### src/rtl/uart_tx_sequencer.sv
// UART transmit sequencer: pops one byte per frame from a FWFT buffer and serialises it
// as start / 5..8 data / optional parity / 1..2 stop bits, paced by an oversampled baud tick.
module uart_tx_sequencer #(
   parameter int unsigned OVERSAMPLE = 16
) (
   input  logic       clk_i,
   input  logic       rst_n_i,
   input  logic       tick_i,
   input  logic       enable_i,
   input  logic [1:0] data_bits_i,
   input  logic       stop_bits_i,
   input  logic       parity_mode_i,
   input  logic       parity_enable_i,
   input  logic       flow_control_i,
   input  logic       cts_n_i,
   input  logic       fifo_empty_i,
   input  logic [7:0] fifo_data_i,
   output logic       fifo_read_o,
   output logic       tx_o,
   output logic       done_o,
   output logic       idle_o
);

   localparam int unsigned TW = (OVERSAMPLE > 1) ? $clog2(OVERSAMPLE) : 1;
   localparam logic [TW-1:0] TickMax = TW'(OVERSAMPLE - 1);

   typedef enum logic [2:0] {StIdle, StStart, StData, StParity, StStop} state_e;

   state_e        state_q, state_d;
   logic [TW-1:0] tick_cnt_q, tick_cnt_d;
   logic [2:0]    bit_cnt_q, bit_cnt_d;
   logic [7:0]    data_q, data_d;
   logic [1:0]    dbits_q, dbits_d;
   logic          stop2_q, stop2_d;
   logic          podd_q, podd_d;
   logic          pen_q, pen_d;
   logic          tx_q, tx_d;
   logic          done_q, done_d;

   logic       start_ok;
   logic       bit_end;
   logic       last_data;
   logic [7:0] data_mask;
   logic       parity_bit;

   assign start_ok = (state_q == StIdle) && enable_i && !fifo_empty_i &&
                     (!flow_control_i || !cts_n_i);
   assign bit_end  = tick_i && (tick_cnt_q == TickMax);
   // Index of the last data bit is N-1 = 4 + data_bits code.
   assign last_data  = (bit_cnt_q == {1'b1, dbits_q});
   assign data_mask  = 8'hFF >> (2'd3 - dbits_q);
   assign parity_bit = (^(data_q & data_mask)) ^ podd_q;

   always_comb begin
      state_d    = state_q;
      tick_cnt_d = tick_cnt_q;
      bit_cnt_d  = bit_cnt_q;
      data_d     = data_q;
      dbits_d    = dbits_q;
      stop2_d    = stop2_q;
      podd_d     = podd_q;
      pen_d      = pen_q;
      tx_d       = tx_q;
      done_d     = 1'b0;

      if (state_q != StIdle && tick_i) begin
         tick_cnt_d = bit_end ? '0 : tick_cnt_q + TW'(1);
      end

      unique case (state_q)
         StIdle: begin
            tx_d = 1'b1;
            if (start_ok) begin
               data_d     = fifo_data_i;
               dbits_d    = data_bits_i;
               stop2_d    = stop_bits_i;
               podd_d     = parity_mode_i;
               pen_d      = parity_enable_i;
               tick_cnt_d = '0;
               bit_cnt_d  = '0;
               tx_d       = 1'b0;
               state_d    = StStart;
            end
         end
         StStart: begin
            if (bit_end) begin
               bit_cnt_d = '0;
               tx_d      = data_q[0];
               state_d   = StData;
            end
         end
         StData: begin
            if (bit_end) begin
               if (!last_data) begin
                  bit_cnt_d = bit_cnt_q + 3'd1;
                  tx_d      = data_q[bit_cnt_d];
               end else if (pen_q) begin
                  tx_d    = parity_bit;
                  state_d = StParity;
               end else begin
                  bit_cnt_d = '0;
                  tx_d      = 1'b1;
                  state_d   = StStop;
               end
            end
         end
         StParity: begin
            if (bit_end) begin
               bit_cnt_d = '0;
               tx_d      = 1'b1;
               state_d   = StStop;
            end
         end
         StStop: begin
            tx_d = 1'b1;
            if (bit_end) begin
               if (stop2_q && bit_cnt_q == 3'd0) begin
                  bit_cnt_d = 3'd1;
               end else begin
                  bit_cnt_d = '0;
                  done_d    = 1'b1;
                  state_d   = StIdle;
               end
            end
         end
         default: begin
            tx_d    = 1'b1;
            state_d = StIdle;
         end
      endcase
   end

   always_ff @(posedge clk_i or negedge rst_n_i) begin
      if (!rst_n_i) begin
         state_q    <= StIdle;
         tick_cnt_q <= '0;
         bit_cnt_q  <= '0;
         data_q     <= '0;
         dbits_q    <= '0;
         stop2_q    <= 1'b0;
         podd_q     <= 1'b0;
         pen_q      <= 1'b0;
         tx_q       <= 1'b1;
         done_q     <= 1'b0;
      end else begin
         state_q    <= state_d;
         tick_cnt_q <= tick_cnt_d;
         bit_cnt_q  <= bit_cnt_d;
         data_q     <= data_d;
         dbits_q    <= dbits_d;
         stop2_q    <= stop2_d;
         podd_q     <= podd_d;
         pen_q      <= pen_d;
         tx_q       <= tx_d;
         done_q     <= done_d;
      end
   end

   // Pop is combinational so a start is visible in the same cycle CTS drops; held off in reset.
   assign fifo_read_o = start_ok && rst_n_i;
   assign tx_o        = tx_q;
   assign done_o      = done_q;
   assign idle_o      = (state_q == StIdle);

endmodule

### config.mk
export PLATFORM = sky130hd
export DESIGN_NAME = uart_tx_sequencer
export DESIGN_NICKNAME = d
export VERILOG_FILES = /design/src/rtl/uart_tx_sequencer.sv
export SDC_FILE = /design/constraint.sdc
export NUM_CORES = 1
export LEC_CHECK = 0
export ABC_AREA = 1
export CAP_MARGIN = 10
export CELL_PAD_IN_SITES_DETAIL_PLACEMENT = 0
export CELL_PAD_IN_SITES_GLOBAL_PLACEMENT = 1
export CORE_MARGIN = 2
export CORE_UTILIZATION = 30
export DETAILED_ROUTE_END_ITERATION = 16
export GPL_TIMING_DRIVEN = 0
export PLACE_DENSITY_LB_ADDON = 0.05
export SETUP_SLACK_MARGIN = 0.5
export SYNTH_ARGS = -nofsm -noshare
export SYNTH_HDL_FRONTEND = slang
export SYNTH_SLANG_ARGS = --single-unit
### constraint.sdc
create_clock -name clk_i -period 2.8 [get_ports clk_i]
set_input_delay 0.56 -clock clk_i [delete_from_list [all_inputs] [get_ports clk_i]]
set_output_delay 0.56 -clock clk_i [all_outputs]
set_load 0.005 [all_outputs]
==> results.md, run 1 <==
* Cells after DPL at 298
* H-Tree Depth at 1
* Most frequent cells in the layout: nand2_1, inv_1, dfrtp_1
* Wire per inst at 12.4 um
* CP Capture Type: primary output
* First-pass GRT wire length at 6.31 mm
* Routed WL at 3.77 mm
* Clock Sinks at 25
* GRT Overall Usage at between 10 and 15%
* Max layer used: met4
* Yosys cell types at 31
* Clock Tree Buf Depth at 2
* Initial core utilization at 30.6%
* Wl on met1 at ~1.7 mm
* TritonCTS clock tree: yes
* Count of buffers from port buffering at 23
* Worst skew pair latency at 0.28 ns
* Met3 wire len at 94 um
* Synth Net Count at 228
* Hold Buf Count CTS at 0
* Final #Nets at 257
* WS Path Type: input port to primary output
* Via count at 1,382
* Flops & latches, synth at 25
* Reg clk slew, reported paths at 0.10 ns
* RSZ-0062 raised after global routing: no
* Worst Path Required at approximately 2.2 ns
* VDD IR max at roughly 0.00041 V
* CP max stage delay at between 0.4 and 0.5 ns
* Fin crit share at between 70% and 80%
* Reg2Reg Depth at 12
* Initial antenna violation count at 0
* Synth Flop Type: dfrtp_1
* Slew Limit Headroom at 59.5%
* CP arrival at ~1.6 ns
* CP bufs+invs at 3
* Delay-heaviest family, CP: buffers and inverters
* # rows at 26
* Avg Vias per Cell at between 4 and 5
* Pwr dens at roughly 1100 mW/mm^2
* Max-cap violation count at 0
* Min cycle time layout at 2.16 ns
* Worst setup startpoint: enable_i
* Layout cell share with drive strength beyond 1 at 12.9%
* Post-DP HPWL at 2.80 mm
* Die Wd at 75.5 um
* Mapped cell area at 0.00153 mm^2
* Leakage at 0.000904 uW
* Critical path depth at 6
* Startpoint types: input port
* Overflow after GRT at 0
* Post-synthesis instance total at 205
* Post-Place Worst Slack at -0.440 ns
* Ys Warns at 0
* Critical-path top delay cell: clkdlybuf4s50_1
* Number of global-route vias before repair at approximately 1,300
* Worst Tran Pin Value at around 0.61 ns
* WL met2 at about 1.9 mm
* Fmax achieved at 0.462 GHz
* Sequential-to-total area share from yosys stat at 40.9%
* Number of buffers created by CTS at 3
* Clock Tree Root: clkbuf_8
* Post-Layout Cell Count at 303
* Post-route worst setup slack at 0.636 ns
* GPL Wtd Cong at ~0.8
* Area grow syn2layout at 23.9%
* Setup-failing EPs final at 0
* Detailed Route Iter0 Violations at 63
* Worst R2R Start: bit_cnt_q[0]
* R2r setup slk at 1.00 ns
* Die area at 0.00570 mm^2
* Die height at 75.5 um
* First-pass DRT Iterations at 4
* Antenna diode count at 0
* Core area at 0.00501 mm^2
* Post-layout util at 37.9%
* Critical Path, Cell by Cell: clkdlybuf4s50_1 > inv_1 > nor2_2 > nand3_4 > nor2_1 > dlygate4sd2_1
* Critical-path maximum fanout at 2
* Max-slew violation count at 0
* EDFF count, synth at 0
* Worst min path class: input port to asynchronous set/reset pin
* Most common cell after layout, fill and taps aside: nand2_1
* Clk_skew at 0.0114 ns
* Routed Antenna Nets at 0
* Post-Syn Area per Cell at between 7 and 8 um^2
* Largest net degree at the start of global routing at 27
* Status: finished clean
* DRC at 0
* Post-synthesis async set-or-reset flop share at 100%
* Final Hold Vio Count at 0
* Num ports at 24
worst paths after layout:
| kind | to |
|---|---|
| worst max register to register | tx_o |
| worst max-delay path | fifo_read_o |
| worst min-delay path | tick_cnt_q[1] |
| max in group asynchronous | data_q[3] |
| worst min register to register | stop2_q |
| min in group clk_i | stop2_q |
per-layer routing:
metal	vias up	GRT usage, %
met5	-	0
met4	0	4.68
met3	7	2.51
met2	18	27.0
met1	648	17.8
li1	709	-
cell families (layout without fill, tap and decap cells):
kind of cell | count (synthesis) | in the layout | share of synthesized area (%)
AND/OR/NAND/NOR | 99 | 99 | 29.6
XOR/XNOR | 3 | 3 | 1.71
flip-flops | 25 | 25 | 40.9
AO/OA/AOI/OAI | 39 | 39 | 15.9
buffers and inverters | 36 | 64 | 9.39
adder cells (fa/ha/maj) | 3 | 3 | 2.45
cell usage after synthesis, types with 2 or more instances:
cell      n  area (um^2)
nand2_1  62          233
inv_1    27          101
dfrtp_1  24          601
o21ai_0  17         85.1
nor2_1   16         60.1
a21oi_1  10         50.1
nand3_1   8         40.0
inv_2     5         18.8
nor3_1    4         20.0
buf_2     3         15.0
ha_1      3         37.5
nor2_2    3         18.8
o31ai_1   3         22.5
a21oi_2   2         17.5
xor2_1    2         17.5
where the power goes:
group          switching [uW]  total (uW)  internal, uW
registers                 145         680           534
logic                     693        1110           422
clock network             123         225           102
total                     961        2020          1060
state kept, by name, summed over array words and instances (netlist names):
signal,count
podd_q,1
stop2_q,1
state_q,3
data_q,8
bit_cnt_q,3
tx_o,1
done_o,1
tick_cnt_q,4
dbits_q,2
pen_q,1
final cells by class:
class	instances	area (um^2)
clock buffer	4	45.0
fill	572	3110
timing repair buffer	24	231
tap	70	87.6
buffer	3	15.0
multi-input combinational	144	764
sequential	25	627
inverter	33	129
per-stage QoR:
stage                     hold slack [ns]  total power (uW)  setup TNS [ns]  area [um^2]
final                               0.279              2020               0         1900
after global routing                0.331              2230               0         1900
after CTS                           0.307              2050               0         1900
after detailed placement            0.487              1810          -0.440         1850
after floorplan                     0.264              1520               0         1530
after global placement              0.488              1800          -0.408         1850
timing repair:
item	in CTS	in global routing
gates resized for setup	7	0
endpoints found under the setup margin	1	0
buffers inserted	1	0
worst reg2reg max path, cell delays in order, from the launching register on:
cell and delay [ns]:
dfrtp_1 0.36, buf_2 0.19, inv_2 0.08, ha_1 0.35
inv_1 0.12, a21oi_1 0.05, a21oi_1 0.12, nand2_1 0.07
nand3_1 0.09, nand2_1 0.06, inv_1 0.05, nand2_1 0.05
a21oi_1 0.14
No activity file was read; power rests on OpenSTA's default activity.
==> inputs of run 2 (changes only) <==
==> constraint.sdc (replaced) <==
create_clock -name clk_i -period 2 [get_ports clk_i]
set_input_delay 0.4 -clock clk_i [delete_from_list [all_inputs] [get_ports clk_i]]
set_output_delay 0.4 -clock clk_i [all_outputs]
set_load 0.005 [all_outputs]
==> results.md, run 2 (synthesis gave the netlist of run 1 again) <==
* Power, Total at 3660 uW
* Finished Cell Area at 0.00240 mm^2
* Most frequent cells in the layout: nand2_1, inv_1, dfrtp_1, buf_4, clkdlybuf4s50_1
* Final TNS setup at 0 ns
* Critical-path maximum fanout at 2
* Die height at 75.5 um
* Area grow syn2layout at 56.8%
* Wire per inst at 13.1 um
* Final Hold Vio Count at 0
* Num ports at 24
* Avg Vias per Cell at 4.50
* Pwr dens at 1520 mW/mm^2
* Fmax achieved at 0.570 GHz
* Largest register FFs at 8
* Initial core utilization at 30.6%
* Antenna diode count at 0
* Setup-failing EPs final at 0
* Worst Path Required at 1.60 ns
* WS Path Type: register to primary output
* Worst min path class: input port to asynchronous set/reset pin
* Core area at 0.00501 mm^2
* Reg clk slew, reported paths at 0.10 ns
* Routed WL at 4.38 mm
* TritonCTS clock tree: yes
* Final hold slack at 0.119 ns
* Fin crit share at 87.7%
* Largest net degree at the start of global routing at 27
* Layout cell share with drive strength beyond 1 at 38.8%
* Post-DP HPWL at 2.80 mm
* GPL Wtd Cong at approximately 0.78
* Largest Register: data_q
* Number of buffers created by CTS at 3
* Number of global-route vias before repair at 1,403
* Count of buffers from port buffering at 23
* Final #Nets at 287
* Routed Antenna Nets at 0
* Status: finished clean
* GRT Overall Usage at 15.4%
* Multi-input gate area at ~920 um^2
* Worst Tran Pin Value at 0.613 ns
* Via count at ~1,500
* Detailed Route Iter0 Violations at 78
* Worst R2R Start: state_q[0]
* DRC at 0
* Overflow after GRT at 0
* Reg2Reg Depth at 11
* Hold Buf Count CTS at 0
* Fillers at 516
* First-pass GRT wire length at 6.43 mm
* Die area at 0.00570 mm^2
* Leakage at 0.00113 uW
* Largest registers: data_q x8, tick_cnt_q x4
* VDD IR max at 0.000575 V
* CP Capture Type: primary output
* Placement Cell Area at 0.00185 mm^2
* Min cycle time layout at 1.75 ns
* Initial antenna violation count at 0
* Startpoint types: register
* CP arrival at around 1.4 ns
* Max-cap violation count at 0
* Clk_skew at 0.0128 ns
* Clock Tree Buf Depth at 2
* Post-Place Worst Slack at -0.951 ns
* Post-route worst setup slack at 0.245 ns
* Max-slew violation count at 0
* # rows at 26
* Most common cell after layout, fill and taps aside: nand2_1
* Clock Sinks at 25
* R2r setup slk at 0.27 ns
* First-pass DRT Iterations at 4
* Worst skew pair latency at ~0.28 ns
* Slew Limit Headroom at 59.2%
* Seq. cell area at approximately 630 um^2
* Clock Tree Root: clkbuf_8
* Reg-to-reg endpoint: bit_cnt_q[1]
* Die Wd at 75.5 um
* RSZ-0062 raised after global routing: yes
* H-Tree Depth at 1
[run 2: worst max path at each step]
stage / startpoint / to / slack, ns
finish: state_q[0] / fifo_read_o / 0.25
global route: state_q[0] / fifo_read_o / 0.16
CTS: state_q[1] / fifo_read_o / 0.19
detailed placement: rst_n_i / fifo_read_o / -0.95
global placement: rst_n_i / fifo_read_o / -0.89
floorplan: bit_cnt_q[0] / tx_o / 0.51
[run 2: layout make-up]
type                            count  area share (%)
Multi-Input combinational cell    144            38.5
Sequential cell                    25            26.2
Timing Repair Buffer               54            21.8
Inverter                           33            6.30
Tap cell                           70            3.64
Clock buffer                        4            1.87
Buffer                              3            1.72
[run 2: worst max-delay path, stage by stage (launching register included)]
cell and delay, ns:
dfrtp_1 0.40, nor2_2 0.14, inv_2 0.08, nor2_8 0.09, buf_6 0.11, nand3_4 0.08
nor2_2 0.08, buf_2 0.11
[run 2: power by group]
group	leakage [uW]	internal, uW	switching (uW)
sequential	0.000305	752	212
combinational	0.000803	1110	1270
clock	0.0000228	143	173
total	0.00113	2000	1660
[run 2: routing by layer]
metal	track usage [%]	wire length, um
met5	0	0
met4	4.68	80
met3	2.12	103
met2	27.3	2290
met1	19.3	1900
[run 2: what timing repair did]
| action | 4_1_cts | 5_1_grt |
|---|---|---|
| gates cloned | 0 | 2 |
| endpoints found under the setup margin | 50 | 26 |
| pin swaps | 6 | 19 |
| gates resized for setup | 38 | 64 |
| buffers inserted | 14 | 15 |
[run 2: through the flow]
step,utilization [%],cells
3_5_place_dp,37.0,298
4_1_cts,41.3,316
2_1_floorplan,-,205
3_3_place_gp,37.0,298
6_report,48.0,333
5_1_grt,48.0,333
